[src/rtl/mqnic_l2_ingress.sv]
// mqnic_l2_ingress: layer-2 receive stage.
// Registers the RX AXI stream once and parses the first 16+MCF_PARAMS_SIZE bytes of each frame.
// Frames whose EtherType matches ETHERTYPE (and whose DA passes the optional check) are MAC
// control frames: their fields are presented on mcf_* and the frame is marked bad on tlast.
// Ports:
//   clk, rst_n              clock, synchronous active-low reset
//   s_axis_*                RX stream from the MAC (tdata/tkeep/tvalid/tready/tlast/tuser)
//   m_axis_*                RX stream to the datapath, one register stage
//   mcf_valid/mcf_ready     parsed control frame handshake
//   mcf_eth_dst/src/type    header fields, first wire byte in the MSBs
//   mcf_opcode/mcf_params   opcode {byte14,byte15}; params in lane order, [7:0] = byte16
//   cfg_rx_*                enable, station unicast DA, DA check enable (sampled on tlast)
//   stat_rx_mcf(_overrun)   one-cycle event pulses
module mqnic_l2_ingress #(
  parameter int unsigned AXIS_DATA_WIDTH = 256,
  parameter int unsigned AXIS_KEEP_WIDTH = AXIS_DATA_WIDTH / 8,
  parameter int unsigned AXIS_USER_WIDTH = 1,
  parameter int unsigned MCF_PARAMS_SIZE = 18,
  parameter logic [15:0] ETHERTYPE       = 16'h8808,
  parameter logic [47:0] MCAST_DST       = 48'h0180C2000001
) (
  input  logic                         clk,
  input  logic                         rst_n,

  input  logic [AXIS_DATA_WIDTH-1:0]   s_axis_tdata,
  input  logic [AXIS_KEEP_WIDTH-1:0]   s_axis_tkeep,
  input  logic                         s_axis_tvalid,
  output logic                         s_axis_tready,
  input  logic                         s_axis_tlast,
  input  logic [AXIS_USER_WIDTH-1:0]   s_axis_tuser,

  output logic [AXIS_DATA_WIDTH-1:0]   m_axis_tdata,
  output logic [AXIS_KEEP_WIDTH-1:0]   m_axis_tkeep,
  output logic                         m_axis_tvalid,
  input  logic                         m_axis_tready,
  output logic                         m_axis_tlast,
  output logic [AXIS_USER_WIDTH-1:0]   m_axis_tuser,

  output logic                         mcf_valid,
  input  logic                         mcf_ready,
  output logic [47:0]                  mcf_eth_dst,
  output logic [47:0]                  mcf_eth_src,
  output logic [15:0]                  mcf_eth_type,
  output logic [15:0]                  mcf_opcode,
  output logic [MCF_PARAMS_SIZE*8-1:0] mcf_params,

  input  logic                         cfg_rx_mcf_enable,
  input  logic [47:0]                  cfg_rx_eth_dst_ucast,
  input  logic                         cfg_rx_check_eth_dst,

  output logic                         stat_rx_mcf,
  output logic                         stat_rx_mcf_overrun
);

  localparam int unsigned HdrBytes = 16 + MCF_PARAMS_SIZE;
  localparam int unsigned OffW     = 16;
  localparam int unsigned LenW     = OffW + 1;
  // Largest offset that can still advance by a full beat without wrapping.
  localparam logic [OffW-1:0] OffSat = OffW'(2 ** OffW - 1 - AXIS_KEEP_WIDTH);

  logic                       accept;
  logic [OffW-1:0]            offset_q, offset_d;
  logic [HdrBytes*8-1:0]      cap_q, cap_d;
  logic [LenW-1:0]            keep_cnt, frame_len;
  logic [47:0]                da, sa;
  logic [15:0]                eth_type, opcode;
  logic [MCF_PARAMS_SIZE*8-1:0] params;
  logic                       da_ok, mcf_hit, mcf_emit, mcf_load, mcf_overrun;
  logic [AXIS_USER_WIDTH-1:0] user_d;

  logic [AXIS_DATA_WIDTH-1:0] tdata_q;
  logic [AXIS_KEEP_WIDTH-1:0] tkeep_q;
  logic                       tvalid_q, tlast_q;
  logic [AXIS_USER_WIDTH-1:0] tuser_q;

  logic                       mcf_valid_q, mcf_valid_d;
  logic [47:0]                dst_q, src_q;
  logic [15:0]                type_q, opcode_q;
  logic [MCF_PARAMS_SIZE*8-1:0] params_q;
  logic                       stat_mcf_q, stat_ovr_q;

  assign s_axis_tready = m_axis_tready | ~tvalid_q;
  assign accept        = s_axis_tvalid & s_axis_tready;

  // Offset is always a multiple of the beat size, so header byte j can only arrive in the beat
  // at offset (j / KEEP) * KEEP, on lane j % KEEP.
  always_comb begin
    cap_d = cap_q;
    for (int unsigned j = 0; j < HdrBytes; j++) begin
      if (offset_q == OffW'((j / AXIS_KEEP_WIDTH) * AXIS_KEEP_WIDTH) &&
          s_axis_tkeep[j % AXIS_KEEP_WIDTH]) begin
        cap_d[j*8 +: 8] = s_axis_tdata[(j % AXIS_KEEP_WIDTH)*8 +: 8];
      end
    end
  end

  always_comb begin
    keep_cnt = '0;
    for (int unsigned i = 0; i < AXIS_KEEP_WIDTH; i++) begin
      keep_cnt = keep_cnt + LenW'(s_axis_tkeep[i]);
    end
  end

  assign frame_len = LenW'(offset_q) + keep_cnt;

  // Header fields are taken from cap_d so the tlast beat's own bytes are included.
  always_comb begin
    da = '0;
    sa = '0;
    for (int unsigned k = 0; k < 6; k++) begin
      da[47-8*k -: 8] = cap_d[k*8 +: 8];
      sa[47-8*k -: 8] = cap_d[(6+k)*8 +: 8];
    end
  end

  assign eth_type = {cap_d[12*8 +: 8], cap_d[13*8 +: 8]};
  assign opcode   = {cap_d[14*8 +: 8], cap_d[15*8 +: 8]};
  assign params   = cap_d[HdrBytes*8-1 -: MCF_PARAMS_SIZE*8];

  assign da_ok    = ~cfg_rx_check_eth_dst | (da == MCAST_DST) | (da == cfg_rx_eth_dst_ucast);
  assign mcf_hit  = cfg_rx_mcf_enable & (eth_type == ETHERTYPE) &
                    (frame_len >= LenW'(14)) & da_ok;
  assign mcf_emit = accept & s_axis_tlast & mcf_hit &
                    (frame_len >= LenW'(HdrBytes)) & ~s_axis_tuser[0];

  // A new frame replaces the held one only if the held one leaves in the same cycle.
  assign mcf_load    = mcf_emit & (~mcf_valid_q | mcf_ready);
  assign mcf_overrun = mcf_emit & mcf_valid_q & ~mcf_ready;

  always_comb begin
    mcf_valid_d = mcf_valid_q;
    if (mcf_load) begin
      mcf_valid_d = 1'b1;
    end else if (mcf_valid_q && mcf_ready) begin
      mcf_valid_d = 1'b0;
    end
  end

  always_comb begin
    offset_d = offset_q;
    if (accept) begin
      if (s_axis_tlast) begin
        offset_d = '0;
      end else if (offset_q <= OffSat) begin
        offset_d = offset_q + OffW'(AXIS_KEEP_WIDTH);
      end
    end
  end

  always_comb begin
    user_d    = s_axis_tuser;
    user_d[0] = s_axis_tuser[0] | (s_axis_tlast & mcf_hit);
  end

  always_ff @(posedge clk) begin
    if (!rst_n) begin
      tdata_q  <= '0;
      tkeep_q  <= '0;
      tvalid_q <= 1'b0;
      tlast_q  <= 1'b0;
      tuser_q  <= '0;
      offset_q <= '0;
      cap_q    <= '0;
    end else begin
      offset_q <= offset_d;
      if (accept) begin
        tdata_q  <= s_axis_tdata;
        tkeep_q  <= s_axis_tkeep;
        tvalid_q <= 1'b1;
        tlast_q  <= s_axis_tlast;
        tuser_q  <= user_d;
        cap_q    <= cap_d;
      end else if (m_axis_tready) begin
        tvalid_q <= 1'b0;
      end
    end
  end

  always_ff @(posedge clk) begin
    if (!rst_n) begin
      mcf_valid_q <= 1'b0;
      dst_q       <= '0;
      src_q       <= '0;
      type_q      <= '0;
      opcode_q    <= '0;
      params_q    <= '0;
      stat_mcf_q  <= 1'b0;
      stat_ovr_q  <= 1'b0;
    end else begin
      mcf_valid_q <= mcf_valid_d;
      stat_mcf_q  <= mcf_load;
      stat_ovr_q  <= mcf_overrun;
      if (mcf_load) begin
        dst_q    <= da;
        src_q    <= sa;
        type_q   <= eth_type;
        opcode_q <= opcode;
        params_q <= params;
      end
    end
  end

  assign m_axis_tdata        = tdata_q;
  assign m_axis_tkeep        = tkeep_q;
  assign m_axis_tvalid       = tvalid_q;
  assign m_axis_tlast        = tlast_q;
  assign m_axis_tuser        = tuser_q;
  assign mcf_valid           = mcf_valid_q;
  assign mcf_eth_dst         = dst_q;
  assign mcf_eth_src         = src_q;
  assign mcf_eth_type        = type_q;
  assign mcf_opcode          = opcode_q;
  assign mcf_params          = params_q;
  assign stat_rx_mcf         = stat_mcf_q;
  assign stat_rx_mcf_overrun = stat_ovr_q;

endmodule

[config.mk]
export PLATFORM = sky130hd
export DESIGN_NAME = mqnic_l2_ingress
export DESIGN_NICKNAME = d
export VERILOG_FILES = /design/src/rtl/mqnic_l2_ingress.sv
export SDC_FILE = /design/constraint.sdc
export NUM_CORES = 2
export LEC_CHECK = 0
export ABC_AREA = 1
export CORE_AREA = 2 2 359 361
export DETAILED_ROUTE_END_ITERATION = 6
export DIE_AREA = 0 0 361 363
export SKIP_CTS_REPAIR_TIMING = 1
export SYNTH_ARGS = -nofsm -noshare
export SYNTH_HDL_FRONTEND = slang
export SYNTH_SLANG_ARGS = --single-unit
[constraint.sdc]
create_clock -name clk -period 14.1 [get_ports clk]
set_clock_uncertainty 0.2 [all_clocks]
set_input_delay 1.41 -clock clk [delete_from_list [all_inputs] [get_ports clk]]
set_output_delay 1.41 -clock clk [all_outputs]
set_load 0.01 [all_outputs]
======== Word-level counts from Yosys, hierarchy flattened ========
Cells that the tools add are included.
storage, ports and cells
  flip-flop bits (word level) ............. 854
  bits of input ports ..................... 345
  output and inout bits ................... 567
  word-level logic and storage cells ...... 157
cells by class
  $add $sub $neg .......................... 33
  magnitude comparators ................... 3
  equal/unequal tests ..................... 4
  mux-type cells .......................... 40
  bitwise logic cells ..................... 22
  reductions and logical operators ........ 40
operators by type and width
  operator                                                            number
  2-to-1 mux 8 bit                                                    34
  adder 17 x 1 -> 17 bit                                              15
  == test 48 x 41 -> 1 bit, second input constant                     1
  == test 48 bit                                                      1
  logical AND 1 bit                                                   35
  2-to-1 mux 16 bit                                                   2
  adder 16 x 1 -> 17 bit                                              1
  adder 16 x 17 -> 17 bit                                             1
  greater-or-equal comparator 17 x 4 -> 1 bit, second input constant  1
  greater-or-equal comparator 17 x 6 -> 1 bit, second input constant  1
  adder 15 x 1 -> 16 bit                                              1
  adder 16 x 6 -> 16 bit, second input constant                       1
  == test 16 bit, second input constant                               1
  == test 16 x 6 -> 1 bit, second input constant                      1
  less-or-equal comparator 16 bit, second input constant              1
  zero test 16 bit                                                    1
  adder 14 x 1 -> 15 bit                                              1
  adder 13 x 1 -> 14 bit                                              1
  adder 12 x 1 -> 13 bit                                              1
  adder 11 x 1 -> 12 bit                                              1
  AND 1 bit                                                           12
  adder 10 x 1 -> 11 bit                                              1
  adder 9 x 1 -> 10 bit                                               1
  adder 8 x 1 -> 9 bit                                                1
  12 further kinds                                                    25

======== Logic depth before layout (Yosys ltp) ========
  word-level depth ........................ 40
  mapped depth ............................ 33
  gate-level depth less buffers ........... 30

======== Least setup slack after synthesis ========
Ideal clock, no wire load.
  path type ............................... input-to-reg
  start ................................... input port s_axis_tkeep[0]
  end ..................................... register dst_q[42] (netlist: mcf_eth_dst[42])
  setup time .............................. 0.113 ns
  arrival time ............................ 7.079 ns
  data required time ...................... 13.787 ns
  slack ................................... 6.708 ns
  stages on the path ...................... 28
  path buffers ............................ 3
  path through ............................ clkbuf_1 > inv_1 > fa_1 > inv_1 > ha_1 > inv_1 > fa_1 > fa_1 > fa_1 > fa_1 > inv_1 > fa_1 > inv_1 > fa_1 > o21ai_1 > nand2_1 > nand2_1 > nand2_1 > xor2_1 > nor2_1 > nand2_1 > nor2_1 > a21oi_1 > nand4_2 > buf_2 > buf_2 > nor2_1 > nor2_1
between the ends
  longest elaborated chain between the ends .. 39
  elaborated cells on any way between the ends .. 46
  those cells by class .................... add/sub: 32; order compare: 2; eq/ne: 2; mux: 1; bitwise: 8; reduce/logical: 1
RTL lines
  what                                         RTL line  RTL
  from (decl)                                  26        input logic [AXIS_KEEP_WIDTH-1:0] s_axis_tkeep,
  adder 1 x 1 -> 2 bit                         100       keep_cnt = keep_cnt + LenW'(s_axis_tkeep[i]);
  adder 2 x 1 -> 3 bit                         100
  adder 3 x 1 -> 4 bit                         100
  adder 4 x 1 -> 5 bit                         100
  adder 5 x 1 -> 6 bit                         100
  adder 6 x 1 -> 7 bit                         100
  adder 7 x 1 -> 8 bit                         100
  adder 8 x 1 -> 9 bit                         100
  (+8 left out)                                --
  adder 17 x 1 -> 17 bit (15 in a row)         100
  adder 16 x 17 -> 17 bit                      104       assign frame_len = LenW'(offset_q) + keep_cnt;
  greater-or-equal comparator 17 x 4 -> 1 bit  122       (frame_len >= LenW'(14)) & da_ok;
  AND 1 bit                                    121       assign mcf_hit = cfg_rx_mcf_enable & (eth_type == ETHERTYPE) &
  AND 1 bit                                    122
  AND 1 bit (2 in a row)                       123       assign mcf_emit = accept & s_axis_tlast & mcf_hit &
  AND 1 bit                                    124       (frame_len >= LenW'(HdrBytes)) & ~s_axis_tuser[0];
  AND 1 bit                                    127       assign mcf_load = mcf_emit & (~mcf_valid_q | mcf_ready);
  to (signal assigned)                         182       dst_q <= '0;
  to (signal assigned)                         194       dst_q <= da;
  to (decl)                                    77        logic [47:0] dst_q, src_q;
Several ways; a longest one is shown, not always the timed one.
A chain may end at the register's enable or synchronous reset.

======== Worst setup path in the final report ========
  start ................................... input port s_axis_tkeep[3]
  end ..................................... register src_q[0] (netlist: mcf_eth_src[0])
between the ends
  longest elaborated chain between the ends .. 37
  elaborated cells on any way between the ends .. 44
  those cells by class .................... add/sub: 30; order compare: 2; eq/ne: 2; mux: 1; bitwise: 8; reduce/logical: 1
RTL lines
  what                                         RTL line  RTL
  adder 3 x 1 -> 4 bit                         100
  adder 4 x 1 -> 5 bit                         100
  adder 5 x 1 -> 6 bit                         100
  adder 6 x 1 -> 7 bit                         100
  adder 7 x 1 -> 8 bit                         100
  adder 8 x 1 -> 9 bit                         100
  adder 9 x 1 -> 10 bit                        100
  adder 10 x 1 -> 11 bit                       100
  (+21 left out)                               --
  adder 16 x 17 -> 17 bit                      104
  greater-or-equal comparator 17 x 4 -> 1 bit  122
  AND 1 bit                                    121
  AND 1 bit                                    122
  AND 1 bit                                    123
  AND 1 bit (*)                                123
  AND 1 bit (*)                                124
  AND 1 bit (*)                                127
  to (signal assigned)                         183       src_q <= '0;
  to (signal assigned)                         195       src_q <= sa;
  to (decl)                                    77
Every way passes the cells marked *; elsewhere a longest branch is shown, timed or not.

==> impl_metrics.toml <==
[sta]
achievable-frequency_mhz = 106
fin_setup_tns_ns = 0
setup_violations = 0
final.period_utilization = 0.672
timing_max_transition_violations_final = 0
unrepaired_setup_endpoints_after_global_routing = "no"
period_needed_ns = 9.47
finalHoldViolations = 0
slew_headroom = 0.0524
tightestPinTransition_ns = 1.42

[pwr]
netSwitchingPower_mw = 1.91
power_density_nw_per_um2 = 126
power.ir.vdd_worst_uv = 89.0
combinationalPowerShare = 0.185
total_power_mw = 6.48
fraction_of_power_consumed_by_sequential_logic = 0.401
cellLeakagePower_nw = 25.4
power.share.switching = 0.295
power_frac_clock = 0.414
intPower_mw = 4.57

[synth]
syn-mean-instance-area_sq_um = 6.61
synth-seq-area-share = 0.450
synthDistinctLibCells = 37
yosys_warnings = 0
postSynthRegisterBits = 849
post_synth_design_cell_area_sq_um = 37800
netlist_instances = 5708

[min_path]
worst_hold_path.endpoint = "mcf_eth_type[11]"
hold_class = "reg -> reg"
min_delay_path_depth = 2
min-delay-start = "mcf_eth_type[11]"

[route]
routedWlPerCell_um = 18.7
route.detailed.drc = 0
drt_first_pass_iters = 6
route.detailed.vias_per_inst = 4.58
ant_nets = 0
route.vias.total = 37421
wl_um = 153000
drt_iter0_markers = 2656

[cts]
cts.reportedPaths.clkPinSlew_ns = 0.06
numClockSinks = 849
clock-root-buffer = "clkbuf_16"
numCtsBuffers = 99
clock_insertion_delay_at_the_later_pin_of_the_skew_report_ns = 0.72
cts_h_tree_depth = 3
maximum_root_to_sink_buffer_count = 3
tritoncts = "built"

[die]
die_area_sq_um = 131000
fp-row-count = 131
floorplan.initialDensity = 0.297
die_height_um = 363
die_w_um = 361
io_pins = 912
fp.coreArea_sq_um = 127000

[setup_path]
register_to_register_setup_slack_ns = 8.09
worst-endpoint-required_ns = 14.48
cp_max_fo = 78
reg2reg_from = "offset_q[12]"
worst_path_dominant_cell_family = "adder cells"
startpoint = "s_axis_tkeep[3]"
arrival_time_reported_for_the_critical_path_endpoint_ns = 9.85
critPathKind = "in -> reg"
crit_path_buffers_inverters = 8
critPathMaxStageDelay_ns = 0.85
critical_path.reg2reg.endpoint = "mcf_eth_src[0]"
cp_slowest_cell = "buf_4"
reg2reg_depth = 18
critical_path.startpoint_type = "input port"
timing.critical_path.to_type = "flip-flop"

[placed_design]
placement.io_buffers = 911
place.gp.congestion = 0.907
detailedPlacementHpwl_um = 109000

[global_route]
grt_util_all_layers = 0.224
grt_antenna_before_repair = 35
grt_pass1_vias = 34275
grt_max_degree = 216
global_route_wire_length_before_repair_um = 224000
grt-ovfl-total = 0

[layout]
area_growth_syn_to_layout_pct = 36.0
drive_gt1_frac = 0.0315
finalNetCount = 6809

[job]
drv_cap = 0

[run_status]
status = "finished, final reports clean"
==> cell families (layout without fill, tap and decap cells) <==
| group | Yosys count | in the layout | synth area share |
|---|---|---|---|
| buffers and inverters | 1346 | 2137 | 0.137 |
| AOI/OAI and AO/OA | 1127 | 1127 | 0.150 |
| adders and majority gates | 38 | 38 | 0.0176 |
| DFF | 849 | 849 | 0.450 |
| xor gates and xnor gates | 11 | 11 | 0.00255 |
| and+or+nand+nor | 2336 | 2336 | 0.242 |
| other | 1 | 17 | 0.0000993 |
==> Yosys cell counts (all sizes together) <==
cell | number | share of area
fa | 25 | 0.013
inv | 1016 | 0.10
nand3 | 91 | 0.013
a21boi | 1 | 0.00020
nand2 | 1069 | 0.11
a21oi | 343 | 0.045
nand3b | 9 | 0.0018
ha | 13 | 0.0043
clkbuf | 248 | 0.025
a21o | 1 | 0.00020
xnor2 | 2 | 0.00046
nor4 | 1 | 0.00017
a31oi | 3 | 0.00050
buf | 78 | 0.011
o21ai | 767 | 0.10
and2 | 2 | 0.00033
nor2 | 1089 | 0.11
o211ai | 11 | 0.0022
a22oi | 1 | 0.00020
conb | 1 | 0.000099
clkinv | 4 | 0.00040
dfxtp | 849 | 0.45
nand4 | 68 | 0.012
xor2 | 9 | 0.0021
nor3 | 7 | 0.00093
==> layer usage <==
| layer | wire (um) | up-vias | global-route usage |
|---|---|---|---|
| li1 | - | 18813 | - |
| met1 | 65700 | 17109 | 0.284 |
| met2 | 70200 | 1274 | 0.366 |
| met3 | 12800 | 219 | 0.0642 |
| met4 | 4120 | 6 | 0.0713 |
| met5 | 45 | - | 0 |
==> layout make-up <==
class	count	area [sq um]
Multi-Input combinational cell	3516	15600
Tap cell	1662	2080
Clock buffer	139	2870
Sequential cell	849	17000
Clock inverter	38	504
Fill cell	13206	75700
Inverter	1020	3840
Timing Repair Buffer	940	9390
Antenna cell	13	32.5
==> worst register-to-register path, cell delays in order (launching register included) <==
cell and delay [ns]:
dfxtp_1 0.42, nor2_1 0.14, nand2_1 0.09, nor2_4 0.56, and2_2 0.27, buf_4 0.44
nand2_2 0.38, o21ai_0 0.62, nor2_1 0.11, nand2_1 0.08, nor2_1 0.04, nand4_1 0.12
nor2_1 0.11, nand4_4 0.38, buf_4 0.76, buf_4 0.90, nand2_1 0.14, nand2_1 0.09
nor2_1 0.05
==> flip-flops by register name (all words and copies together), names as in the netlist <==
signal / flops
cap_q: 272
m_axis_tdata: 256
mcf_params: 144
mcf_eth_dst: 48
mcf_eth_src: 48
m_axis_tkeep: 32
mcf_eth_type: 16
mcf_opcode: 16
offset_q: 11
m_axis_tlast: 1
m_axis_tuser: 1
m_axis_tvalid: 1
mcf_valid: 1
stat_rx_mcf: 1
stat_rx_mcf_overrun: 1
==> worst max path at each step <==
stage	to	slack (ns)	depth (start not counted)
final	mcf_eth_src[0]	4.63	30
after global routing	mcf_params[29]	4.02	30
after CTS	mcf_params[32]	4.57	30
after detailed placement	mcf_opcode[8]	3.79	30
after global placement	mcf_params[28]	3.93	30
after floorplan	mcf_eth_dst[42]	6.71	28
==> power groups by stage <==
stage                     clock, mW  combinational (mW)  sequential (mW)
after floorplan                   0               0.689             2.67
after global placement            0                1.19             2.64
after detailed placement          0                1.21             2.65
after CTS                      2.75                1.21             2.60
after global routing           2.85                1.36             2.61
final                          2.68                1.20             2.60
==> placed cells by master (no fill, tap or decap), drive strengths merged, types with 25 or more instances in the layout <==
| cell type | netlist | layout |
|---|---|---|
| dfxtp | 849 | 849 |
| clkbuf | 248 | 139 |
| nand2 | 1069 | 1069 |
| a21oi | 343 | 343 |
| clkdlybuf4s50 | 0 | 910 |
| nand4 | 68 | 68 |
| o21ai | 767 | 767 |
| clkinv | 4 | 25 |
| fa | 25 | 25 |
| inv | 1016 | 1025 |
| nor2 | 1089 | 1089 |
| nand3 | 91 | 91 |
| buf | 78 | 30 |
==> metrics by stage <==
step	std cells	setup slack [ns]	hold WS, ns	util	cell area (sq um)
floorplan	5711	6.71	0.267	-	37800
global placement	7987	3.93	0.239	0.377	47900
detailed placement	7987	3.79	0.239	0.377	47900
CTS	8164	4.57	0.249	0.404	51300
global route	8175	4.02	0.273	0.404	51300
finish	8177	4.63	0.248	0.404	51400
(Power assumes the default switching activity.)
